## config.mk

```make
export PLATFORM = sky130hd
export DESIGN_NAME = pipe_ctrl_gen
export DESIGN_NICKNAME = d
export VERILOG_FILES = /design/src/rtl/pipe_ctrl_gen.sv
export SDC_FILE = /design/constraint.sdc
export NUM_CORES = 1
export LEC_CHECK = 0
export ABC_CLOCK_PERIOD_IN_PS = 2400
export CORE_ASPECT_RATIO = 0.8
export CORE_MARGIN = 3
export CORE_UTILIZATION = 25
export CTS_BUF_LIST = sky130_fd_sc_hd__clkbuf_8
export DETAILED_ROUTE_END_ITERATION = 8
export GPL_ROUTABILITY_DRIVEN = 0
export GPL_TIMING_DRIVEN = 0
export PLACE_DENSITY_LB_ADDON = 0.08
export SLEW_MARGIN = 20
export SYNTH_ARGS = -nofsm -noshare
export SYNTH_HDL_FRONTEND = slang
export SYNTH_SLANG_ARGS = --single-unit
```

## constraint.sdc

```tcl
create_clock -name clk -period 2.4 [get_ports clk]
set_input_delay 0.48 -clock clk [delete_from_list [all_inputs] [get_ports clk]]
set_output_delay 0.48 -clock clk [all_outputs]
set_load 0.01 [all_outputs]
```

## src/rtl/pipe_ctrl_gen.sv

```systemverilog
// ---------------------------------------------------------------------------
// pipe_ctrl_gen
//
// Opcode/flag pipeline with a decoded control word at its output stage.
// Each opcode is accepted with the condition flags that belong to it. It
// travels through DEPTH-1 raw stages. It is decoded as it enters the final
// (output) stage. A fired word with lpc=1 is a taken transfer. A taken
// transfer flushes every younger stage and the word presented that cycle.
//
// Ports
//   clk         in   sole clock, rising edge
//   rst_n       in   asynchronous active-low reset
//   in_valid    in   opcode/flags present
//   in_ready    out  ~stall
//   in_opcode   in   [OPW-1:0] fetched opcode; only [7:0] is decoded
//   in_flags    in   [NFLAG-1:0] condition flags sampled with the opcode
//   stall       in   freezes every stage, the outputs and the counters
//   ctrl_valid  out  control word at the output stage is valid
//   ctrl_fire   out  ctrl_valid & ~stall
//   ctrl_word   out  [11:0] {rd, wr, clr, we, rsel[1:0], sp[1:0], lpc,
//                    pcsel[1:0], 1'b0}
//   flush       out  ctrl_fire & lpc
//   retire_cnt  out  [CNTW-1:0] fired control words (wraps)
//   taken_cnt   out  [CNTW-1:0] fired words with lpc=1 (wraps)
// ---------------------------------------------------------------------------
module pipe_ctrl_gen #(
    parameter int OPW   = 8,
    parameter int NFLAG = 4,
    parameter int DEPTH = 2,
    parameter int CNTW  = 16
) (
    input  logic             clk,
    input  logic             rst_n,
    input  logic             in_valid,
    output logic             in_ready,
    input  logic [OPW-1:0]   in_opcode,
    input  logic [NFLAG-1:0] in_flags,
    input  logic             stall,
    output logic             ctrl_valid,
    output logic             ctrl_fire,
    output logic [11:0]      ctrl_word,
    output logic             flush,
    output logic [CNTW-1:0]  retire_cnt,
    output logic [CNTW-1:0]  taken_cnt
);

    // Raw stages ahead of the output stage
    localparam int NS = DEPTH - 1;

    logic [NS-1:0]    stg_valid;
    logic [OPW-1:0]   stg_op    [NS];
    logic [NFLAG-1:0] stg_flags [NS];
    logic [11:0]      dec_word;
    logic             load_valid;

    function automatic logic [11:0] decode(input logic [7:0]       op,
                                           input logic [NFLAG-1:0] flags);
        logic [7:0] fx;
        logic [4:0] hi;
        logic [2:0] lo;
        logic [2:0] sel;
        logic       rd, wr, clr, we, lpc, cond;
        logic [1:0] rsel, sp, pcsel;
        fx            = '0;
        fx[NFLAG-1:0] = flags;
        hi            = op[7:3];
        lo            = op[2:0];
        sel           = 3'(32'(lo) % NFLAG);
        rd = 1'b0; wr = 1'b0; clr = 1'b0; we = 1'b0; lpc = 1'b0; cond = 1'b0;
        rsel = 2'b00; sp = 2'b00; pcsel = 2'b00;
        case (hi)
            5'b00000: begin
                case (lo)
                    3'd1: clr = 1'b1;
                    3'd3: begin lpc = 1'b1; pcsel = 2'b01; end
                    3'd4: begin lpc = 1'b1; pcsel = 2'b11; end
                    3'd5: begin wr = 1'b1; sp = 2'b01; lpc = 1'b1; pcsel = 2'b01; end
                    3'd6: begin wr = 1'b1; sp = 2'b01; lpc = 1'b1; pcsel = 2'b11; end
                    3'd7: begin rd = 1'b1; sp = 2'b10; lpc = 1'b1; pcsel = 2'b10; end
                    default: ;
                endcase
            end
            5'b00001: begin cond = 1'b1; lpc = 1'b1; pcsel = 2'b01; end
            5'b00010: begin
                if (lo == 3'd0) sp = 2'b11;
                else            we = 1'b1;
            end
            5'b00011: we = 1'b1;
            5'b00101: begin cond = 1'b1; lpc = 1'b1; pcsel = 2'b11; end
            5'b00110: begin cond = 1'b1; wr = 1'b1; sp = 2'b01; lpc = 1'b1; pcsel = 2'b01; end
            5'b00111: begin cond = 1'b1; wr = 1'b1; sp = 2'b01; lpc = 1'b1; pcsel = 2'b11; end
            5'b01001: begin cond = 1'b1; rd = 1'b1; sp = 2'b10; lpc = 1'b1; pcsel = 2'b10; end
            5'b00100, 5'b01000, 5'b01010: begin we = 1'b1; rsel = 2'b01; end
            5'b01011: begin we = 1'b1; rsel = 2'b10; end
            5'b01100: begin
                if (lo == 3'd0) begin we = 1'b1; rsel = 2'b01; end
                else            wr = 1'b1;
            end
            5'b01101: begin wr = 1'b1; sp = 2'b01; end
            5'b01110: begin
                if (lo == 3'd0) begin we = 1'b1; rsel = 2'b01; end
                else            begin rd = 1'b1; we = 1'b1; rsel = 2'b11; end
            end
            5'b01111: begin rd = 1'b1; we = 1'b1; rsel = 2'b11; sp = 2'b10; end
            default: begin
                // 1000xxxx..1110xxxx are ALU ops; 1111xxxx decodes to nothing
                if (hi[4] && (hi[4:1] != 4'b1111)) begin
                    we   = 1'b1;
                    rsel = 2'b01;
                end
            end
        endcase
        if (cond && !fx[sel]) return 12'd0;
        return {rd, wr, clr, we, rsel, sp, lpc, pcsel, 1'b0};
    endfunction

    always_comb dec_word = decode(stg_op[NS-1][7:0], stg_flags[NS-1]);

    assign in_ready   = ~stall;
    assign ctrl_fire  = ctrl_valid & ~stall;
    assign flush      = ctrl_fire & ctrl_word[3];
    // A taken transfer turns everything younger into a bubble, including
    // the word offered on in_* during the flushing cycle.
    assign load_valid = stg_valid[NS-1] & ~flush;

    always_ff @(posedge clk or negedge rst_n) begin
        if (!rst_n) begin
            stg_valid  <= '0;
            for (int i = 0; i < NS; i++) begin
                stg_op[i]    <= '0;
                stg_flags[i] <= '0;
            end
            ctrl_valid <= 1'b0;
            ctrl_word  <= '0;
        end else if (!stall) begin
            stg_valid[0] <= in_valid & ~flush;
            stg_op[0]    <= in_opcode;
            stg_flags[0] <= in_flags;
            for (int i = 1; i < NS; i++) begin
                stg_valid[i] <= stg_valid[i-1] & ~flush;
                stg_op[i]    <= stg_op[i-1];
                stg_flags[i] <= stg_flags[i-1];
            end
            ctrl_valid <= load_valid;
            ctrl_word  <= load_valid ? dec_word : 12'd0;
        end
    end

    always_ff @(posedge clk or negedge rst_n) begin
        if (!rst_n) begin
            retire_cnt <= '0;
            taken_cnt  <= '0;
        end else begin
            if (ctrl_fire) retire_cnt <= retire_cnt + CNTW'(1);
            if (flush)     taken_cnt  <= taken_cnt + CNTW'(1);
        end
    end

endmodule

```

==> results.toml <==
[outcome]
status = "complete, no violations"

[sta]
skew_ns = 0.00821
worstMarginPinSlew_ns = 0.505
slew_viol_final = 0
max_freq_ghz = 0.441
period_needed_ns = 2.27
hold_viol_final = 0
setup-violations-final = 0
grt_setup_unrepaired = "no"
post-route-period-util_pct = 94.5
worst_slack_ns = 0.133
max_slew_margin_pct = 66.3

[synthesis]
synth_ff_type = "dfrtp_1"
syn-cell-area_mm2 = 0.00280
synth_area_per_cell_um2 = 10.7
yosysWarnings = 0
synth_edf_count = 0
synthesis.nets = 279
syn_inst = 261
synth_top_area_share_pct = 50.9
synth_top_cell_by_area = "dfrtp_1"
ys_top_cells_by_area = "dfrtp_1 (51%), xnor2_1 (7.2%), mux2_2 (5.2%), nand2_1 (3.9%), xor2_1 (2.5%)"
synth-seq-area-share_pct = 50.9
ys_ff_latch = 57
netlist-cell-type-count = 48
async_reset_ff_share_pct = 100

[cells_and_area]
multi_input_area_mm2 = 0.00128
drive_gt1_share_pct = 12.3
area_growth_pct = 37.3
final_util_pct = 36.4
fillerInstances = 1125
finalNetCount = 355
stdcell_area_mm2 = 0.00385
regArea_mm2 = 0.00143
n_antenna_cell = 0

[floorplan]
initial_core_util_pct = 26.5
dieArea_mm2 = 0.0125
coreArea_mm2 = 0.0106
die_h_um = 101
ios = 64
die_w_um = 124
rows = 33

[worst_setup_path]
crit_chain = "clkdlybuf4s50_1 -> nand3b_1 -> inv_2 -> clkdlybuf4s50_1"
cp_max_fo = 5
cp.arrival_ns = 1.79
cp-end-kind = "primary output"
worst_path_most_repeated_cell = "clkdlybuf4s50_1"
cpLargestDelayFamily = "buffers and inverters"
crit_slowest_cell = "clkdlybuf4s50_1"
critical_path_class = "input port to primary output"
start_kind = "input port"
max_stage_delay_ns = 0.54
worstPathRequired_ns = 1.92
path_buf_inv = 3

[clock_network]
root_buffer = "clkbuf_8"
cts_tree = "done"
cts_sinks = 57
htreeDepth = 3
cts_made_buffers = 9
clock_latency_ns = 0.34
clk_pin_slew_ns = 0.07
cts_buffer_depth = 2

[global_route]
grt_pass1_wl_um = 11900
grt_start_max_net_pins = 45
grtUsageTotal_pct = 12.1
antenna_found_initial = 0
met1_usage_pct = 17.6
met2_usage_pct = 16.4
grt_pass1_vias = 2214
use_met3_pct = 4.08
grt_busiest_layer = "met1"
grt_overflow = 0

[pwr]
total_power_uw = 2670
p_per_area_mw_per_mm2 = 692
leakagePower_uw = 0.00166
ir_worst_vdd_mv = 0.293

[worst_hold_path]
min_path_type = "flip-flop to flip-flop"

[detailed_routing]
post-route-drc-count = 0
routed_wl_um = 6880
final_antenna_net_count = 0
dr.pass1.iters = 4
post_drt_wl_per_cell_um = 14.3
drt_iter0_markers = 123
via_count = 2131
vias_per_cell = 4.42

[placement]
io_buffers = 62
place_ws_ns = -0.0442
dp_hpwl_um = 5030
postPlaceCellArea_mm2 = 0.00362

[job]
maxCapViolations = 0
## where the power goes
| part | internal [µW] | switching, µW |
|---|---|---|
| Combinational | 299 | 266 |
| Clock | 555 | 380 |
| Sequential | 1060 | 109 |
## metal layers
metal | up-vias | part of all wire [%] | wire (µm)
met1 | 1002 | 52 | 3570
li1 | 1064 | - | -
met3 | 10 | 5.1 | 350
met5 | - | 0 | 0
met2 | 55 | 42 | 2860
met4 | 0 | 1.5 | 102
## layout make-up
class | instances | area share, %
clock inverters | 4 | 1.10
clock buffers | 12 | 4.29
repair buffers | 65 | 17.2
inverters | 4 | 0.390
plain buffers | 17 | 2.24
well taps | 140 | 4.55
flip-flops and latches | 57 | 37.0
multi-input cells | 183 | 33.1
## synthesized netlist by cell type, types with 3 or more instances
master,n
nand2_1,29
and3_1,7
a21oi_1,5
o21ai_0,7
nor2b_1,5
mux2_2,13
and4_1,4
clkbuf_1,9
nand2b_1,4
buf_2,3
xnor2_1,23
nor2_1,12
o31ai_1,3
nand4_1,10
nor3_1,9
xor2_1,8
dfrtp_1,57
inv_1,4
nand3_1,11
## per-stage QoR
step | TNS, ns | hold slack (ns) | cells
2_1_floorplan | 0 | 0.184 | 261
3_3_place_gp | -68.72 | 0.458 | 463
3_5_place_dp | -0.0442 | 0.351 | 464
4_1_cts | 0 | 0.476 | 482
5_1_grt | 0 | 0.486 | 482
6_report | 0 | 0.473 | 482
## flip-flops by register name, indices dropped and copies added (netlist names)
| name | flops |
|---|---|
| taken_cnt | 16 |
| stg_valid | 1 |
| stg_op | 8 |
| ctrl_word | 11 |
| stg_flags | 4 |
| retire_cnt | 16 |
| ctrl_valid | 1 |
## logic make-up (layout without fill, tap and decap cells)
family	count (synthesis)	after routing	share of synthesized area, %
compound gates	29	29	8.34
buf+inv	21	102	3.61
xor+xnor	31	31	9.68
fa+ha+maj	2	2	0.892
flops	57	57	50.9
mux	15	15	6.38
other cells	1	1	0.134
simple gates	105	105	20.1
## what timing repair did
action                                  in CTS  in global routing
setup buffers                                1                  0
endpoints found under the setup margin       1                  0
resized for setup                            1                  0
hold buffers                                 1                  0
endpoints found under the hold margin       13                  0
## path summary, 6_finish.rpt
| kind | slack [ns] | end | start | cells after the start |
|---|---|---|---|---|
| max | 0.13 | flush | stall | 4 |
| max reg2reg | 0.66 | ctrl_word[6]$_DFFE_PN0N_ | stg_op[6]$_DFFE_PN0N_ | 5 |
| min in group asynchronous | 0.54 | retire_cnt[12]$_DFFE_PN0P_ | rst_n | 2 |
| min | 0.47 | retire_cnt[15]$_DFFE_PN0P_ | retire_cnt[15]$_DFFE_PN0P_ | 1 |
| min reg2reg | 0.47 | retire_cnt[15]$_DFFE_PN0P_ | retire_cnt[15]$_DFFE_PN0P_ | 1 |
| max in group asynchronous | 1.37 | stg_op[1]$_DFFE_PN0N_ | rst_n | 3 |
## layout by cell type, fill, tap and decap left out, types with 3 or more instances in the layout
| master | instances |
|---|---|
| inv_1 | 5 |
| nand4_1 | 10 |
| and4_1 | 4 |
| buf_4 | 3 |
| o21ai_0 | 7 |
| mux2_2 | 13 |
| xor2_1 | 8 |
| clkbuf_1 | 9 |
| xnor2_1 | 23 |
| and3_1 | 7 |
| nand2_1 | 29 |
| clkbuf_8 | 12 |
| buf_2 | 3 |
| nor3_1 | 9 |
| a21oi_1 | 5 |
| nor2_1 | 12 |
| nor2b_1 | 5 |
| dfrtp_1 | 57 |
| nand3_1 | 11 |
| o31ai_1 | 3 |
| nand2b_1 | 4 |
| clkdlybuf4s50_1 | 61 |
## worst register-to-register path: cells and delay by family (launching register included)
kind / cells / cell delay [ns]
buf+inv: 2 / 0.70
flops: 1 / 0.32
compound gates: 2 / 0.55
simple gates: 1 / 0.11
No activity file was read; power rests on OpenSTA's default activity.
